### config.mk
export PLATFORM = sky130hd
export DESIGN_NAME = twiddle_gen_flat
export DESIGN_NICKNAME = d
export VERILOG_FILES = /design/src/rtl/twiddle_gen_if.sv /design/src/rtl/twiddle_gen.sv /design/src/flat_wrapper.sv
export SDC_FILE = /design/constraint.sdc
export NUM_CORES = 1
export LEC_CHECK = 0
export BUFFER_PORTS_ARGS = -buffer_cell sky130_fd_sc_hd__buf_2
export CAP_MARGIN = 0
export CORE_AREA = 5 5 62 64
export DETAILED_ROUTE_END_ITERATION = 16
export DIE_AREA = 0 0 67 69
export GPL_ROUTABILITY_DRIVEN = 1
export GPL_TIMING_DRIVEN = 0
export PLACE_DENSITY = 0.64
export SLEW_MARGIN = 20
export SYNTH_ARGS = -nofsm -noshare
export SYNTH_HDL_FRONTEND = slang
export SYNTH_SLANG_ARGS = --single-unit
export TNS_END_PERCENT = 1
### constraint.sdc
create_clock -name clk -period 4.31 [get_ports clk]
set_clock_uncertainty 0.15 [all_clocks]
set_input_delay 0.862 -clock clk [delete_from_list [all_inputs] [get_ports clk]]
set_output_delay 0.862 -clock clk [all_outputs]
set_load 0.01 [all_outputs]
### src/rtl/twiddle_gen_if.sv
// twiddle_gen_if: start/stage command plus valid/ready twiddle stream (master = twiddle_gen, slave = controller/consumer); optional inverse under TWIDDLE_INVERSE_EN
interface twiddle_gen_if #(
  parameter int LOG2N = 3,
  parameter int WIDTH = 12
);
  localparam int SW = $clog2(LOG2N);
  logic start;
  logic [SW-1:0] stage;
  logic out_ready;
  logic out_valid;
  logic signed [WIDTH-1:0] tw_rea;
  logic signed [WIDTH-1:0] tw_img;
  logic [LOG2N-2:0] tw_exp;
  logic out_last;
  logic busy;
  logic done;
`ifdef TWIDDLE_INVERSE_EN
  logic inverse;
  modport master (input start, stage, inverse, out_ready,
                  output out_valid, tw_rea, tw_img, tw_exp, out_last, busy, done);
  modport slave (output start, stage, inverse, out_ready,
                 input out_valid, tw_rea, tw_img, tw_exp, out_last, busy, done);
`else
  modport master (input start, stage, out_ready,
                  output out_valid, tw_rea, tw_img, tw_exp, out_last, busy, done);
  modport slave (output start, stage, out_ready,
                 input out_valid, tw_rea, tw_img, tw_exp, out_last, busy, done);
`endif
endinterface

### src/rtl/twiddle_gen.sv
// twiddle_gen: streams the N/2 radix-2 twiddles of one FFT stage from a folded quarter-wave cosine table; ports clk, rst (async high), bus (twiddle_gen_if.master); TWIDDLE_INVERSE_EN adds conjugate (IFFT) mode
module twiddle_gen #(
  parameter int LOG2N = 3,
  parameter int WIDTH = 12,
  parameter int AMP = 127
) (
  input logic clk,
  input logic rst,
  twiddle_gen_if.master bus
);
  localparam int EW = LOG2N - 1;
  localparam int SW = $clog2(LOG2N);
  localparam int Q4I = 1 << (LOG2N - 2);
  localparam logic [EW-1:0] Q4 = EW'(Q4I);
  localparam real PI = 3.14159265358979323846;
  typedef enum logic [1:0] {IDLE, RUN, LAST} state_t;
  state_t state;
  logic [EW-1:0] cnt, jv, ev, ci, si;
  logic [SW-1:0] stg;
  logic le, fire, inv;
  logic signed [WIDTH-1:0] q [Q4I+1];
  logic signed [WIDTH-1:0] cos_v, sin_v, img_v;
  for (genvar k = 0; k <= Q4I; k++) begin : g_q
    localparam real C = AMP * $cos(2.0 * PI * k / (1 << LOG2N));
    localparam int QI = C >= 0.0 ? $rtoi(C + 0.5) : -$rtoi(0.5 - C);
    assign q[k] = WIDTH'(QI);
  end
`ifdef TWIDDLE_INVERSE_EN
  always_ff @(posedge clk or posedge rst)
    if (rst) inv <= 1'b0;
    else if (state == IDLE && bus.start) inv <= bus.inverse;
`else
  assign inv = 1'b0;
`endif
  // cnt = g*span + j, so j is its low s bits and e = j*stride is a shift
  always_comb begin
    jv = cnt & EW'((1 << stg) - 1);
    ev = jv << (EW - int'(stg));
    le = ev <= Q4;
    ci = le ? ev : -ev;
    si = le ? Q4 - ev : ev - Q4;
    cos_v = le ? q[ci] : -q[ci];
    sin_v = q[si];
    img_v = inv ? sin_v : -sin_v;
    fire = !bus.out_valid || bus.out_ready;
  end
  always_ff @(posedge clk or posedge rst)
    if (rst) begin
      state <= IDLE;
      cnt <= '0;
      stg <= '0;
      bus.out_valid <= 1'b0;
      bus.out_last <= 1'b0;
      bus.busy <= 1'b0;
      bus.done <= 1'b0;
      bus.tw_rea <= '0;
      bus.tw_img <= '0;
      bus.tw_exp <= '0;
    end else begin
      bus.done <= 1'b0;
      case (state)
        IDLE: if (bus.start && int'(bus.stage) < LOG2N) begin
          stg <= bus.stage;
          cnt <= '0;
          bus.busy <= 1'b1;
          state <= RUN;
        end
        RUN: if (fire) begin
          bus.tw_rea <= cos_v;
          bus.tw_img <= img_v;
          bus.tw_exp <= ev;
          bus.out_last <= &cnt;
          bus.out_valid <= 1'b1;
          cnt <= cnt + 1'b1;
          state <= &cnt ? LAST : RUN;
        end
        LAST: if (bus.out_ready) begin
          bus.out_valid <= 1'b0;
          bus.out_last <= 1'b0;
          bus.busy <= 1'b0;
          bus.done <= 1'b1;
          state <= IDLE;
        end
        default: state <= IDLE;
      endcase
    end
endmodule

### src/flat_wrapper.sv
// flat-port wrapper written by rule: the top's interface ports become plain ports
module twiddle_gen_flat 
#(
  parameter int LOG2N = 3,
  parameter int WIDTH = 12,
  parameter int AMP = 127
)
  (clk, rst, bus_start, bus_stage, bus_out_ready, bus_out_valid, bus_tw_rea, bus_tw_img, bus_tw_exp, bus_out_last, bus_busy, bus_done);
  twiddle_gen_if #(.LOG2N(LOG2N), .WIDTH(WIDTH)) bus_i ();
  input logic clk;
  input logic rst;
  input wire logic [$bits(bus_i.start)-1:0] bus_start;
  input wire logic [$bits(bus_i.stage)-1:0] bus_stage;
  input wire logic [$bits(bus_i.out_ready)-1:0] bus_out_ready;
  output wire logic [$bits(bus_i.out_valid)-1:0] bus_out_valid;
  output wire logic [$bits(bus_i.tw_rea)-1:0] bus_tw_rea;
  output wire logic [$bits(bus_i.tw_img)-1:0] bus_tw_img;
  output wire logic [$bits(bus_i.tw_exp)-1:0] bus_tw_exp;
  output wire logic [$bits(bus_i.out_last)-1:0] bus_out_last;
  output wire logic [$bits(bus_i.busy)-1:0] bus_busy;
  output wire logic [$bits(bus_i.done)-1:0] bus_done;
  assign bus_i.start = bus_start;
  assign bus_i.stage = bus_stage;
  assign bus_i.out_ready = bus_out_ready;
  assign bus_out_valid = bus_i.out_valid;
  assign bus_tw_rea = bus_i.tw_rea;
  assign bus_tw_img = bus_i.tw_img;
  assign bus_tw_exp = bus_i.tw_exp;
  assign bus_out_last = bus_i.out_last;
  assign bus_busy = bus_i.busy;
  assign bus_done = bus_i.done;
  twiddle_gen #(.LOG2N(LOG2N), .WIDTH(WIDTH), .AMP(AMP)) u_core (.clk(clk), .rst(rst), .bus(bus_i));
endmodule
==> results by group, run 1 <==
Logic synthesis
  – Synth Cell Area: 1180 um2
  – Register area share after synthesis: 46.6%
  – Net Count, Synth: 120
  – Largest cells by area after synthesis: dfrtp_1, buf_4, ha_1, mux2_2, o21ai_0
  – Yosys top cell by area: dfrtp_1
  – Mapped Cells: 106
  – Netlist cell types: 32
  – Yosys reg bits: 22
  – Share of the synthesized area in the top cell type: 46.6%
  – Count of warnings emitted by yosys: 0
  – Syn_area_per_cell: 11.1 um2

Finish
  – Fill count: 317
  – Share of layout cells above drive strength 1: 46.2%
  – Area Growth Syn to Fin: 22.8%
  – # diodes: 0
  – Nets@finish: 160

Global route
  – First-pass GRT wire length: 3.70 mm
  – Antenna violations before repair: 0
  – Largest net degree at the start of global routing: 23
  – GRT Overall Usage: 9.92%
  – Remaining Overflow, GRT: 0
  – Vias in the first global route: 831

Worst hold path
  – Hold depth: 1
  – Hold WC Path Type: register to register

Clock network
  – H-tree Lvls: 1
  – CTS tree: yes
  – Post-CTS Setup Inserts: 0
  – CTS buffer count: 3
  – Clk sinks: 22
  – CTS Root Cell: clkbuf_4
  – Hold Buf Count CTS: 0
  – Bufs on Longest Clock Path: 2
  – Worst-path clk slew: 0.12 ns
  – Post-cts sizing count: 0
  – Skew-Pair Late Insertion Delay: 0.30 ns

Timing
  – Fin crit period: 2.44 ns
  – Final setup fails: 0
  – Worst-Margin Slew: 0.845 ns
  – Fin. max-slew vios: 0
  – Setup TNS Final: 0 ns
  – Hold_ws: 0.345 ns
  – Setup WS post-layout: 1.87 ns
  – Period utilization: 56.6%
  – FMAX: 410 MHz
  – Rel. slew slack: 43.6%
  – RSZ-0062 raised after global routing: no
  – Hold violation count in the final report: 0

Power and ir drop
  – Logic pwr share: 51.3%
  – Peak VDD IR: 0.262 mV
  – Seq pwr share: 37.0%
  – Clk pwr share: 11.7%
  – Internal power: 0.600 mW
  – Switching power: 0.373 mW
  – Switching share of power: 38.3%
  – Leakage Power: 0.764 nW
  – Power Density: 671 nW/um2

Setup path
  – Arrival time worst endpoint: 2.54 ns
  – Worst Path Required: 4.41 ns
  – CP endpoint kind: register
  – Critical Path Start Type: register
  – Critical path destination: u_core.bus.tw_img[1]
  – Worst r2r dst: u_core.bus.tw_img[1]
  – Max FO, Critical Path: 6
  – Worst Reg-to-Reg Cells: 8
  – Class of the most critical setup path: register to register
  – FF-to-FF Start: u_core.stg[0]
  – Reg2Reg Setup Slack: 1.87 ns
  – Critical Path Source: u_core.stg[0]

Detailed routing
  – Detailed-route via count: 867
  – Drt wl/cell: 11.5 um
  – Vias per cell: 4.54
  – Drt initial violations: 10
  – Post-DRT Antenna Nets: 0
  – Pre-antenna DRT Iters: 4
  – DRT Wirelength: 2.20 mm
  – DR DRC count: 0

Floorplan
  – Die height: 69 um
  – # rows: 21
  – Core Area: 3230 um2
  – Initial Util: 36.5%
  – Die width: 67 um
  – IO Pins: 36
  – Total die area: 4620 um2

Place
  – DP Worst Slack: 1.87 ns
  – DP HPWL: 1.69 mm
  – GP Congestion: 0.794
  – Port Buffer Count: 35

Job
  – Max Cap Viol: 0

Outcome
  – Status: complete, no violations
state kept, by name (all words and copies together), names as in the netlist:
signal,count
u_core.bus.busy,1
u_core.bus.done,1
u_core.bus.out_last,1
u_core.bus.out_valid,1
u_core.bus.tw_exp,2
u_core.bus.tw_img,5
u_core.bus.tw_rea,5
u_core.cnt,2
u_core.state,2
u_core.stg,2
worst min path at each step:
stage | from | end | slack (ns)
final | u_core.bus.busy | u_core.bus.busy | 0.35
after global routing | u_core.bus.busy | u_core.bus.busy | 0.38
after CTS | u_core.bus.busy | u_core.bus.busy | 0.35
after detailed placement | u_core.bus.busy | u_core.bus.busy | 0.31
after global placement | u_core.bus.busy | u_core.bus.busy | 0.31
after floorplan | u_core.bus.busy | u_core.bus.busy | 0.37
cells in the final DEF, fill, tap and decap left out, types with 2 or more instances in the layout:
master / count
mux2_2: 6
ha_1: 8
buf_4: 14
dfrtp_1: 22
nand3b_1: 4
o21ai_0: 12
buf_6: 2
nor3_1: 2
inv_1: 8
nand2_1: 3
a21oi_1: 2
clkbuf_4: 3
a21o_1: 3
buf_2: 35
area by class of cell:
type	count	area (um2)	share of cell area (%)
buffer	18	136	9.40
clock buffer	4	36.3	2.50
sequential	22	551	38.0
timing repair buffer	35	175	12.1
inverter	8	30.0	2.07
multi-input combinational	58	464	32.0
tap	46	57.6	3.97
Yosys cell counts:
master,number
dfrtp_1,22
buf_4,14
o21ai_0,12
ha_1,8
inv_1,8
mux2_2,6
nand3b_1,4
a21o_1,3
nand2_1,3
a21oi_1,2
buf_6,2
nor3_1,2
a21bo_2,1
a22o_1,1
a32o_1,1
and2_1,1
clkbuf_1,1
clkbuf_2,1
mux2_4,1
nand2b_1,1
nand2b_4,1
nor2_1,1
nor2_2,1
nor2b_1,1
nor4b_2,1
o211ai_1,1
o221ai_1,1
o22ai_1,1
o31ai_1,1
or2_1,1
or3_1,1
or3b_1,1
worst max-delay path, cell delays in order, from the launching register on:
cell and delay, ns:
dfrtp_1 0.46, inv_1 0.07, ha_1 0.27, nand2b_1 0.08
nor4b_2 0.47, inv_1 0.19, ha_1 0.27, nor3_1 0.26
a22o_1 0.17
cell families after synthesis:
family | after synthesis | synth area share (%)
AO/OA/AOI/OAI | 24 | 12.8
AND/OR/NAND/NOR | 19 | 11.0
adder cells (fa/ha/maj) | 8 | 8.47
buffers and inverters | 26 | 14.1
multiplexers | 7 | 6.99
flip-flops | 22 | 46.6
layer usage:
metal  track usage (%)  up-vias  share of wire [%]
li1                  -      426                  -
met1              12.9      406                 48
met2              16.3       33                 43
met3              2.27        2                8.3
met4              2.70        0               0.41
met5                 0        -                  0
through the flow:
step	power, mW	util (%)	instances	cell area [um2]
CTS	0.988	44.9	191	1450
detailed placement	0.873	43.7	187	1410
global placement	0.855	43.7	187	1410
global route	1.06	44.9	191	1450
floorplan	0.708	-	106	1180
finish	0.972	44.9	191	1450
power groups by stage:
stage               logic [mW]  registers [mW]  clock network, mW
floorplan                0.327           0.381                  0
detailed placement       0.506           0.367                  0
CTS                      0.507           0.363              0.118
global route             0.554           0.378              0.127
finish                   0.499           0.360              0.114
global placement         0.495           0.360                  0
Power figures use the tool's default switching activity.
==> run 2: changes to the inputs <==
clock period = 2.4 ns   (was 4.31 ns; I/O delays follow)
==> results by group, run 2 (synthesis gave the netlist of run 1 again) <==
Setup path
  – Critical Path Source: u_core.stg[0]
  – CP endpoint kind: register
  – FF-to-FF Start: u_core.stg[0]
  – Worst Reg-to-Reg Cells: 8
  – Class of the most critical setup path: register to register
  – Max FO, Critical Path: 6
  – CP peak stage delay: 0.45 ns
  – Reg2Reg Setup Slack: 0.13 ns
  – Crit-path most repeated cell: ha_1
  – Slowest stage cell, crit path: dfrtp_2
  – Critical Path Start Type: register
  – Worst r2r dst: u_core.bus.tw_img[1]
  – Critical-path cell list: inv_1, ha_1, nand2b_1, nor4b_4, inv_2, ha_1, nor3_2, a22o_1
  – Arrival time worst endpoint: 2.37 ns
  – Critical path destination: u_core.bus.tw_img[1]
  – Worst Path Required: 2.50 ns

Global route
  – Remaining Overflow, GRT: 0
  – Grt met2 use: 16.3%
  – First-pass GRT wire length: 3.71 mm
  – GRT Overall Usage: 9.96%
  – Largest net degree at the start of global routing: 23
  – Antenna violations before repair: 0
  – Most Crowded Layer GR: met2
  – Vias in the first global route: 832
  – Met3 GRT Util: 2.27%
  – GR Util met1: 13.0%

Clock network
  – Hold Buf Count CTS: 0
  – Worst-path clk slew: 0.12 ns
  – Bufs on Longest Clock Path: 2
  – CTS buffer count: 3
  – CTS tree: yes
  – CTS Root Cell: clkbuf_4
  – Clk sinks: 22
  – H-tree Lvls: 1
  – Skew-Pair Late Insertion Delay: 0.30 ns

Detailed routing
  – Post-DRT Antenna Nets: 0
  – Drt wl/cell: 11.8 um
  – Vias per cell: 4.52
  – DRT Wirelength: 2.26 mm
  – Drt initial violations: 13
  – Detailed-route via count: 868
  – Pre-antenna DRT Iters: 4
  – DR DRC count: 0

Timing
  – Fin crit period: 2.27 ns
  – FMAX: 441 MHz
  – Fin. max-slew vios: 0
  – RSZ-0062 raised after global routing: no
  – Hold violation count in the final report: 0
  – Final setup fails: 0
  – Period utilization: 94.5%
  – Worst-Margin Slew: 0.845 ns
  – Setup WS post-layout: 0.132 ns
  – Rel. slew slack: 43.6%
  – Hold_ws: 0.175 ns

Floorplan
  – Die width: 67 um
  – Initial Util: 36.5%
  – # rows: 21
  – Total die area: 4620 um2
  – IO Pins: 36
  – Die height: 69 um
  – Core Area: 3230 um2

Place
  – GP Congestion: 0.794
  – Port Buffer Count: 35
  – Placed Instance Area: 1410 um2
  – DP Worst Slack: -0.0408 ns
  – DP HPWL: 1.69 mm

Finish
  – Fill count: 313
  – Area Growth Syn to Fin: 24.7%
  – Largest registers: u_core.bus.tw_img (5), u_core.bus.tw_rea (5)
  – Share of layout cells above drive strength 1: 48.6%
  – Multi-input logic area: 478 um2
  – Commonest cells after routing, fill and taps aside: buf_2, dfrtp_1, buf_4
  – # diodes: 0
  – Nets@finish: 161
  – Post-route design area: 1470 um2
  – FF/Latch Area: 552 um2
  – Most common cell after layout, fill and taps aside: buf_2

Worst hold path
  – Hold WC Path Type: primary input to async pin

Power and ir drop
  – Power Density: 1220 nW/um2
  – Leakage Power: 0.773 nW
  – Peak VDD IR: 0.470 mV

Job
  – Max Cap Viol: 0

Outcome
  – Status: complete, no violations
run 2: critical path: cells and delay by family (launching register included):
| family | cells | cell delay [ns] |
|---|---|---|
| buffers and inverters | 2 | 0.17 |
| adder cells (fa/ha/maj) | 2 | 0.53 |
| AO/OA/AOI/OAI | 1 | 0.15 |
| AND/OR/NAND/NOR | 3 | 0.77 |
| flip-flops | 1 | 0.45 |
run 2: cell type report:
| cell class | instances | share of cell area, % |
|---|---|---|
| clock buffers | 4 | 2.46 |
| multi-input cells | 58 | 32.5 |
| plain buffers | 18 | 9.26 |
| flip-flops and latches | 22 | 37.5 |
| well taps | 46 | 3.91 |
| inverters | 8 | 2.04 |
| repair buffers | 36 | 12.4 |
run 2: metrics by stage:
step	total power, mW	TNS, ns	cells	utilization (%)
detailed placement	1.57	-0.0408	187	43.7
floorplan	1.27	0	106	-
global placement	1.54	0	187	43.7
global route	1.94	0	192	45.6
finish	1.79	0	192	45.6
CTS	1.79	0	191	45.1
run 2: worst min path at each step:
stage	to	slack (ns)
after floorplan	u_core.bus.busy	0.32
after global placement	u_core.bus.busy	0.31
after detailed placement	u_core.bus.busy	0.31
after CTS	u_core.bus.tw_rea[5]	0.20
after global routing	u_core.bus.tw_img[0]	0.24
final	u_core.bus.tw_img[10]	0.18
run 2: report_power, final:
group / internal [mW] / total (mW) / switching, mW
Combinational: 0.486 / 0.935 / 0.449
Clock: 0.0924 / 0.205 / 0.112
Sequential: 0.519 / 0.653 / 0.133
run 2: what timing repair did:
| item | CTS | global route |
|---|---|---|
| setup buffers | 0 | 1 |
| setup endpoints to repair | 2 | 2 |
| pin swaps | 0 | 1 |
| hold endpoints to repair | 0 | 0 |
| resized for setup | 1 | 3 |
| gates cloned | 0 | 0 |
run 2: per-layer routing:
| metal | share of wire, % | wire length (um) | up-vias |
|---|---|---|---|
| met2 | 43 | 977 | 33 |
| met1 | 48 | 1090 | 406 |
| met5 | 0 | 0 | - |
| met3 | 8.1 | 183 | 2 |
| met4 | 0.40 | 9 | 0 |
| li1 | - | - | 427 |
